`src/rtl/core_config_pkg.sv`:
```
// Core-wide configuration constants and shared request types.
// Latency: n/a (types and constants only).
// Backpressure: n/a.
package core_config_pkg;

    localparam int XLEN         = 32;
    localparam int REG_ADDR_W   = 5;
    localparam int WB_SRC_COUNT = 4;

    // One result presented by an execution unit to the writeback arbiter.
    typedef struct packed {
        logic                  valid;
        logic [REG_ADDR_W-1:0] addr;
        logic [XLEN-1:0]       data;
    } wb_req_t;

    // Index width for a round-robin pointer over n sources (at least 1 bit).
    function automatic int wb_ptr_w(input int n);
        return (n > 1) ? $clog2(n) : 1;
    endfunction

endpackage

```
`src/rtl/rr_arbiter.sv`:
```
// Combinational round-robin picker: first requester at or after ptr, wrapping modulo N.
// Latency: zero cycles, pure combinational; pointer state lives in the parent.
// Backpressure: en=0 suppresses every grant.
module rr_arbiter #(
    parameter int N     = 4,
    parameter int PTR_W = (N > 1) ? $clog2(N) : 1
) (
    input  logic [N-1:0]     req,
    input  logic [PTR_W-1:0] ptr,
    input  logic             en,
    output logic [N-1:0]     gnt,
    output logic [PTR_W-1:0] gnt_idx
);

    // Scan ptr, ptr+1, ... with wrap; the first set request wins.
    always_comb begin
        logic found;
        int   idx;
        gnt     = '0;
        gnt_idx = '0;
        found   = 1'b0;
        idx     = 0;
        for (int k = 0; k < N; k++) begin
            idx = int'(ptr) + k;
            if (idx >= N) idx = idx - N;
            if (en && !found && req[idx]) begin
                found    = 1'b1;
                gnt[idx] = 1'b1;
                gnt_idx  = PTR_W'(idx);
            end
        end
    end

endmodule

```
`src/rtl/writeback_arbiter.sv`:
```
// Round-robin arbiter granting one register-file write per cycle; WB_BYPASS_EN adds a same-cycle forward port.
// Latency: grant combinational in T, rf/scoreboard write registered in T+1; one write per cycle back-to-back.
// Backpressure: wb_stall (or rst) blocks all grants; sources hold valid/addr/data until src_ready.
module writeback_arbiter
    import core_config_pkg::*;
#(
    parameter int N_SRC  = WB_SRC_COUNT,
    parameter int DATA_W = XLEN,
    parameter int ADDR_W = REG_ADDR_W
) (
    input  logic                  clk,
    input  logic                  rst,
    input  logic [N_SRC-1:0]        src_valid,
    output logic [N_SRC-1:0]        src_ready,
    input  logic [N_SRC*ADDR_W-1:0] src_addr,
    input  logic [N_SRC*DATA_W-1:0] src_data,
    input  logic                  wb_stall,
    output logic                  rf_we,
    output logic [ADDR_W-1:0]     rf_waddr,
    output logic [DATA_W-1:0]     rf_wdata,
    output logic                  sb_write,
    output logic [ADDR_W-1:0]     sb_address,
    output logic                  busy
`ifdef WB_BYPASS_EN
    ,
    output logic                  byp_valid,
    output logic [ADDR_W-1:0]     byp_addr,
    output logic [DATA_W-1:0]     byp_data
`endif
);

    localparam int PTR_W = wb_ptr_w(N_SRC);

    logic [PTR_W-1:0]  rr_ptr;
    logic [PTR_W-1:0]  gnt_idx;
    logic [N_SRC-1:0]  gnt;
    logic              hs;
    logic [ADDR_W-1:0] sel_addr;
    logic [DATA_W-1:0] sel_data;
    logic              sel_live;

    // Grants are masked during reset so no source is consumed while state is being cleared.
    rr_arbiter #(.N(N_SRC), .PTR_W(PTR_W)) u_rr (
        .req     (src_valid),
        .ptr     (rr_ptr),
        .en      (~wb_stall & ~rst),
        .gnt     (gnt),
        .gnt_idx (gnt_idx)
    );

    // Mux out the winning source; writes to x0 are consumed but never land.
    always_comb begin
        src_ready = gnt;
        hs        = |gnt;
        sel_addr  = src_addr[int'(gnt_idx)*ADDR_W +: ADDR_W];
        sel_data  = src_data[int'(gnt_idx)*DATA_W +: DATA_W];
        sel_live  = hs && (sel_addr != '0);
    end

    // Advance the round-robin pointer past the winner; hold when nothing is granted.
    always_ff @(posedge clk or posedge rst) begin
        if (rst) begin
            rr_ptr <= '0;
        end else if (hs) begin
            rr_ptr <= (int'(gnt_idx) == N_SRC - 1) ? '0 : gnt_idx + PTR_W'(1);
        end
    end

    // Register the winning write; address/data hold when there is no handshake.
    always_ff @(posedge clk or posedge rst) begin
        if (rst) begin
            rf_we    <= 1'b0;
            rf_waddr <= '0;
            rf_wdata <= '0;
        end else begin
            rf_we <= sel_live;
            if (hs) begin
                rf_waddr <= sel_addr;
                rf_wdata <= sel_data;
            end
        end
    end

    // The scoreboard release rides on the same registered write.
    assign sb_write   = rf_we;
    assign sb_address = rf_waddr;
    assign busy       = (|src_valid) | rf_we;

`ifdef WB_BYPASS_EN
    // Forward the granted result to issue one cycle before the register file holds it.
    assign byp_valid = sel_live;
    assign byp_addr  = sel_addr;
    assign byp_data  = sel_data;
`endif

`ifndef SYNTHESIS
    a_onehot_gnt: assert property (@(posedge clk) disable iff (rst) $onehot0(src_ready));
    for (genvar i = 0; i < N_SRC; i++) begin : g_src_chk
        a_rdy_needs_vld: assert property (@(posedge clk) disable iff (rst)
            src_ready[i] |-> src_valid[i]);
        a_src_stable: assert property (@(posedge clk) disable iff (rst)
            (src_valid[i] && !src_ready[i]) |=> (src_valid[i]
                && $stable(src_addr[i*ADDR_W +: ADDR_W])
                && $stable(src_data[i*DATA_W +: DATA_W])));
    end
`endif

endmodule

```
`config.mk`:
```
export PLATFORM = sky130hd
export DESIGN_NAME = writeback_arbiter
export DESIGN_NICKNAME = d
export VERILOG_FILES = /design/src/rtl/core_config_pkg.sv /design/src/rtl/rr_arbiter.sv /design/src/rtl/writeback_arbiter.sv
export SDC_FILE = /design/constraint.sdc
export NUM_CORES = 1
export LEC_CHECK = 0
export ABC_AREA = 1
export BUFFER_PORTS_ARGS = -buffer_cell sky130_fd_sc_hd__buf_4
export CAP_MARGIN = 15
export CORE_MARGIN = 2
export CORE_UTILIZATION = 47
export DETAILED_ROUTE_END_ITERATION = 8
export PLACE_DENSITY = 0.88
export SYNTH_ARGS = -nofsm -noshare
export SYNTH_HDL_FRONTEND = slang
export SYNTH_SLANG_ARGS = --single-unit
```
`constraint.sdc`:
```
create_clock -name clk -period 7 [get_ports clk]
set_clock_uncertainty 0.05 [all_clocks]
set_input_delay 1.4 -clock clk [delete_from_list [all_inputs] [get_ports clk]]
set_output_delay 1.4 -clock clk [all_outputs]
set_load 0.01 [all_outputs]
```
==> results of run 1 <==
## layout make-up
cell class	instances	area share, %
Clock inverter	1	0.639
Clock buffer	7	2.05
Sequential cell	40	21.3
Timing Repair Buffer	204	32.6
Multi-Input combinational cell	390	39.6
Inverter	22	1.76
Tap cell	77	2.05
## flip-flops by register name, summed over array words and instances, names as in the netlist
| register | count |
|---|---|
| rf_waddr | 5 |
| rr_ptr | 2 |
| rf_wdata | 32 |
| rf_we | 1 |
## cells in the final DEF, fill, tap and decap left out
cell type	n
bufinv_16	1
nand2_2	5
inv_1	17
nand3_1	22
ha_1	8
nor2_4	1
dfrtp_1	40
o21ai_4	1
o2111ai_1	2
o21ai_0	60
o21bai_2	1
inv_2	5
nor2_1	73
nand2_1	154
nand3_4	1
clkbuf_8	7
a21oi_1	3
o22ai_1	32
nand3b_1	4
o21ai_1	14
nor3_1	1
nand3_2	2
nand2_4	3
nor2_2	2
buf_4	204
a21oi_2	1
## critical path, delay by kind of cell
family	cells	cell delay, ps
AND/OR/NAND/NOR	7	1420
buffers and inverters	3	800
AO/OA/AOI/OAI	3	650
## per-stage QoR
stage | hold WS, ps | setup slack (ps) | util (%)
after global placement | 416 | 2810 | 70.8
after floorplan | 465 | 3300 | -
after detailed placement | 417 | 2550 | 70.8
after CTS | 437 | 2840 | 72.8
after global routing | 451 | 2510 | 72.8
final | 433 | 2800 | 72.8
## cells by family after synthesis
group | after synthesis | synth area share [%]
buffers and inverters | 58 | 9.92
DFF | 40 | 31.5
AOI/OAI and AO/OA | 114 | 20.1
and+or+nand+nor | 268 | 35.3
adders and majority gates | 8 | 3.15
## routing by layer
metal  track usage [%]  part of all wire [%]  vias up
li1                  -                     -     1941
met5                 0                     0        -
met3              7.62                   9.8       32
met2              51.2                    50      252
met1              33.3                    37     1875
met4              12.2                   3.3        0
## worst max path at each step
stage,endpoint,cells past startpoint,slack [ps],start
after floorplan,src_ready[0],7,3300,rst
after global placement,rf_wdata[8],13,2810,rst
after detailed placement,rf_wdata[12],13,2550,rst
after CTS,src_ready[0],9,2840,rst
after global routing,rf_we,17,2510,rr_ptr[0]
final,rf_wdata[12],13,2800,rst
## power groups by stage
stage,Sequential [mW],Combinational (mW),Clock [mW]
floorplan,0.468,0.867,0
global placement,0.429,1.24,0
CTS,0.431,1.28,0.213
detailed placement,0.431,1.28,0
finish,0.433,1.28,0.207
global route,0.447,1.44,0.223
==> results.py, run 1 <==
metrics = {
    "status": {
        "status": "finished clean",
    },
    "sta": {
        "timing.fmax_mhz": 238,
        "worstMarginPinSlew_ps": 1030,
        "setup_viol": 0,
        "fin_crit_sh_pct": 60.0,
        "layout_min_cycle_time_ps": 4200,
        "slew_headroom_pct": 31.6,
        "tns_ps": 0,
        "hold_viol_final": 0,
        "rsz0062_at_grt": "no",
        "slew_viol_final": 0,
    },
    "worst_setup_path": {
        "rrSetupSlack_ps": 2900,
        "path_class": "input port to register",
        "r2r-end": "rf_wdata[12]",
        "ff2ff_path_depth": 15,
        "crit_arrival_ps": 4330,
        "reg2reg_from": "rr_ptr[0]",
        "crit_chain": "buf_4, nor2_1, nand2_1, inv_1, nand3_1, o21ai_1, nand2_2, nand2_4, inv_2, o21ai_0, o22ai_1, nand2_1, nand2_1",
        "critPathSlowestCell": "inv_2",
        "path_common_cell": "nand2_1",
        "crit_required_ps": 7130,
        "start_kind": "input port",
        "slowest_delay_ps": 590,
        "worstPathMaxFanout": 78,
        "end_kind": "register",
    },
    "route": {
        "antenna_left": 0,
        "wl_mm": 11.0,
        "drc": 0,
        "drtPass1Iterations": 4,
        "wl_per_cell_um": 14.8,
        "viasPerCell": 5.53,
        "vias": 4100,
        "drtIter0Drc": 175,
    },
    "global_routing": {
        "grt_antenna_before_repair": 0,
        "grt_pass1_wl_mm": 17.5,
        "grt_max_degree": 79,
        "grt-ovfl-total": 0,
        "first_global_vias": 3961,
        "grt.total_usage_pct": 29.0,
    },
    "floorplanning": {
        "num_rows": 29,
        "die_x_um": 86.2,
        "die_h_um": 86.2,
        "start_util_pct": 49.2,
        "die_area_um2": 7440,
        "core_area_um2": 6460,
        "io_pins": 204,
    },
    "clock_network": {
        "cts_tree": "done",
        "cts.sinks": 40,
        "cts-root-buf": "clkbuf_8",
        "clockBufferDepth": 2,
        "clk_latency_ps": 280,
        "post_cts_buffers": 0,
        "cts_made_buffers": 5,
        "hold_buffers": 0,
        "cts_resized": 0,
        "clk_pin_slew_ps": 80,
        "cts_htree_levels": 2,
    },
    "power": {
        "pwr-share-comb_pct": 66.7,
        "power.density_nw_per_um2": 409,
        "ir_drop_v": 0.000220,
        "netSwitchingPower_mw": 0.956,
        "p_int_mw": 0.965,
        "power_frac_seq_pct": 22.5,
        "switching_share_pct": 49.8,
        "clkPwrFrac_pct": 10.8,
        "leakagePower_nw": 2.53,
        "p_total_mw": 1.92,
    },
    "synthesis": {
        "ys_types": 27,
        "synth_warnings": 0,
        "yosysTopAreaCell": "dfrtp_1",
        "syn-cell-area_um2": 3180,
        "synth_nets": 651,
        "synthTopCellsByCount": "nand2_1, nor2_1, o21ai_0",
        "ys_top_cells_by_area": "dfrtp_1, nand2_1, o21ai_0, nor2_1, o22ai_1",
        "syn_avg_cell_area_um2": 6.51,
        "synth_edf_count": 0,
        "async_flop_share_pct": 100,
        "synth_most_common_cell": "nand2_1",
        "ys.flop_type": "dfrtp_1",
        "synth-seq-cells": 40,
        "synth_top_cell_area_share_pct": 31.5,
        "syn_inst": 488,
        "ys_seq_area_share_pct": 31.5,
    },
    "place": {
        "place_area_um2": 4570,
        "place_inst": 733,
        "place_hpwl_mm": 8.03,
        "routabilityCongestion": 0.981,
        "io_buffers": 203,
    },
    "cells_and_area": {
        "fillers": 553,
        "register_area_um2": 1000,
        "area_delta_synth_final_pct": 47.9,
        "final_layout_size_suffix_gt1_share_pct": 35.2,
        "design_area_um2": 4700,
        "layout.nets": 826,
        "antenna_cells": 0,
        "multiInputGateArea_um2": 1860,
        "fin_cells": 741,
    },
    "hold_path": {
        "min-delay-start": "rf_wdata[18]",
        "holdPathEnd": "rf_wdata[18]",
        "hold_path_class": "register to register",
        "hold_path_depth": 2,
    },
    "run": {
        "maxCapViolCount": 0,
    },
}
No activity file was read; power rests on OpenSTA's default activity.
==> run 2: changes to the inputs <==
--- a/config.mk
+++ b/config.mk
@@ -5,13 +5,13 @@
 export SDC_FILE = /design/constraint.sdc
 export NUM_CORES = 1
 export LEC_CHECK = 0
-export ABC_AREA = 1
+export ABC_AREA = 0
 export BUFFER_PORTS_ARGS = -buffer_cell sky130_fd_sc_hd__buf_4
 export CAP_MARGIN = 15
 export CORE_MARGIN = 2
-export CORE_UTILIZATION = 47
+export CORE_UTILIZATION = 45
 export DETAILED_ROUTE_END_ITERATION = 8
-export PLACE_DENSITY = 0.88
+export PLACE_DENSITY = 0.81
 export SYNTH_ARGS = -nofsm -noshare
 export SYNTH_HDL_FRONTEND = slang
 export SYNTH_SLANG_ARGS = --single-unit
==> constraint.sdc (replaced) <==
create_clock -name clk -period 4.1 [get_ports clk]
set_clock_uncertainty 0.05 [all_clocks]
set_input_delay 0.82 -clock clk [delete_from_list [all_inputs] [get_ports clk]]
set_output_delay 0.82 -clock clk [all_outputs]
set_load 0.01 [all_outputs]
==> run 2 against run 1 <==
Against the previous run:
- utilization shrank 4.1 points
- total power grew 68%
- sequential share of layout area shrank 2.5 points
- cell count shrank 5.3%
- non-clock buffer count grew 13
- critical path type is now register to output port
- highest routed layer unchanged
==> results.py, run 2 <==
metrics = {
    "cells_and_area": {
        "final_cell_mix": "buf_4, nand2_1, a211oi_1",
        "reg_top3": "rf_wdata (32), rf_waddr (5), rr_ptr (2)",
        "largest_reg_flops": 32,
        "area_delta_synth_final_pct": 47.0,
        "layout.nets": 762,
        "top_register": "rf_wdata",
        "final_common_cell": "buf_4",
        "design_area_um2": 5340,
        "final_layout_size_suffix_gt1_share_pct": 45.5,
        "antenna_cells": 0,
    },
    "synthesis": {
        "synth_nets": 576,
        "synth_most_common_cell": "nand2_1",
        "yosys.area_share.simple_pct": 19.9,
        "yosysTopAreaCell": "dfrtp_1",
        "ys_top_cells_by_area": "dfrtp_1, mux2_4, a211oi_1, nand2_1, and2_1",
        "syn-cell-area_um2": 3630,
        "synth_warnings": 0,
        "syn_avg_cell_area_um2": 8.79,
        "synth_xor_xnor_area_share_pct": 0.241,
        "synthTopCellsByCount": "nand2_1, a211oi_1, dfrtp_1",
        "synth_edf_count": 0,
        "synth-seq-cells": 40,
        "synth_top_cell_area_share_pct": 27.6,
        "syn_inst": 413,
        "ys.flop_type": "dfrtp_1",
        "synthAdderAreaFrac_pct": 2.76,
        "synth_compound_area_share_pct": 21.9,
        "async_flop_share_pct": 100,
        "ys_types": 46,
        "synth_top_family_by_area": "compound AO/OA/AOI/OAI gates",
        "muxShareOfSynthArea_pct": 20.6,
        "ys_seq_area_share_pct": 27.6,
    },
    "worst_setup_path": {
        "reg2reg_from": "rr_ptr[0]",
        "path_class": "register to output port",
        "crit_arrival_ps": 2980,
        "crit_required_ps": 3230,
        "r2r-end": "rf_wdata[28]",
        "rrSetupSlack_ps": 410,
        "worstPathMaxFanout": 14,
        "start_kind": "register",
        "ff2ff_path_depth": 11,
        "end_kind": "output port",
    },
    "clock_network": {
        "clk_pin_slew_ps": 90,
        "cts-root-buf": "clkbuf_8",
        "clk_latency_ps": 290,
        "cts.sinks": 40,
        "cts_tree": "done",
        "post_cts_buffers": 0,
        "cts_resized": 0,
        "cts_htree_levels": 2,
        "hold_buffers": 0,
        "cts_made_buffers": 5,
        "clockBufferDepth": 2,
    },
    "sta": {
        "slew_headroom_pct": 38.8,
        "fin_hold_ws_ps": 470,
        "layout_min_cycle_time_ps": 3850,
        "worstMarginPinSlew_ps": 915,
        "fin_ws_ps": 248,
        "fin_crit_sh_pct": 93.9,
        "setup_viol": 0,
        "rsz0062_at_grt": "no",
        "tns_ps": 0,
        "hold_viol_final": 0,
        "slew_viol_final": 0,
        "timing.fmax_mhz": 260,
    },
    "place": {
        "routabilityCongestion": 0.873,
        "dpl_worst_slack_ps": 248,
        "place_area_um2": 5220,
        "io_buffers": 203,
        "place_hpwl_mm": 8.98,
    },
    "power": {
        "p_int_mw": 1.96,
        "pwr-share-comb_pct": 65.8,
        "clkPwrFrac_pct": 10.5,
        "switching_share_pct": 39.5,
        "power.density_nw_per_um2": 606,
        "leakagePower_nw": 2.51,
        "netSwitchingPower_mw": 1.28,
        "p_total_mw": 3.24,
        "ir_drop_v": 0.000268,
        "power_frac_seq_pct": 23.7,
    },
    "status": {
        "status": "finished clean",
    },
    "global_routing": {
        "grt_max_degree": 41,
        "first_global_vias": 3814,
        "grt-ovfl-total": 0,
        "grt_antenna_before_repair": 0,
        "grt.total_usage_pct": 25.9,
        "grt_pass1_wl_mm": 18.2,
    },
    "floorplanning": {
        "core_area_um2": 7770,
        "die_area_um2": 8800,
        "die_x_um": 93.8,
        "start_util_pct": 46.7,
        "num_rows": 32,
        "die_h_um": 93.8,
        "io_pins": 204,
    },
    "route": {
        "drtPass1Iterations": 4,
        "drc": 0,
        "vias": 3925,
        "drtIter0Drc": 260,
        "antenna_left": 0,
        "viasPerCell": 5.59,
        "wl_mm": 11.5,
        "wl_per_cell_um": 16.5,
    },
    "hold_path": {
        "hold_path_class": "register to register",
        "holdPathEnd": "rf_wdata[26]",
        "min-delay-start": "rf_wdata[26]",
        "hold_path_depth": 1,
    },
    "run": {
        "maxCapViolCount": 0,
    },
}
-- run 2: how the worst max path moves through the flow --
stage	start	to	slack, ps	depth (start not counted)
after detailed placement	src_valid[1]	rf_wdata[11]	250	9
after CTS	rr_ptr[0]	src_ready[3]	100	7
after floorplan	src_valid[3]	rf_waddr[1]	590	10
after global routing	rr_ptr[0]	src_ready[3]	90	7
final	rr_ptr[0]	src_ready[3]	250	7
after global placement	src_valid[3]	rf_wdata[0]	300	9
-- run 2: cell type report --
type | count | area, um2
fillers | 635 | 2430
repair buffers | 217 | 1650
clock inverters | 3 | 46.3
well taps | 102 | 128
flip-flops and latches | 40 | 1000
multi-input cells | 324 | 2400
inverters | 11 | 41.3
clock buffers | 5 | 68.8
-- run 2: stage by stage --
stage,std cells,util [%]
6_report,702,68.7
5_1_grt,702,68.7
4_1_cts,702,68.7
3_5_place_dp,694,67.2
3_3_place_gp,694,67.2
2_1_floorplan,413,-
-- run 2: worst max-delay path, cell delays in order, from the launching register on --
cell and delay [ps]:
dfrtp_2 550, inv_2 70, ha_1 350, inv_1 200, mux4_2 580, or3_1 420
o221ai_1 330, buf_4 190
-- run 2: cell families after synthesis --
| logic type | after synthesis |
|---|---|
| compound gates | 112 |
| buf+inv | 49 |
| fa+ha+maj | 8 |
| xor+xnor | 1 |
| flops | 40 |
| simple gates | 151 |
| mux | 52 |
-- run 2: routing by layer --
layer	wire length (um)	share of wire, %	global-route usage, %	up-vias
li1	-	-	-	1879
met1	4570	40	31.5	1818
met2	5650	49	44.0	199
met3	969	8.4	6.10	29
met4	365	3.2	10.3	0
met5	0	0	0	-
-- run 2: power groups by stage --
stage	sequential, mW	combinational (mW)	clock, mW
floorplan	0.823	1.35	0
global placement	0.768	2.09	0
detailed placement	0.765	2.14	0
CTS	0.768	2.13	0.344
global route	0.798	2.30	0.364
finish	0.767	2.13	0.341
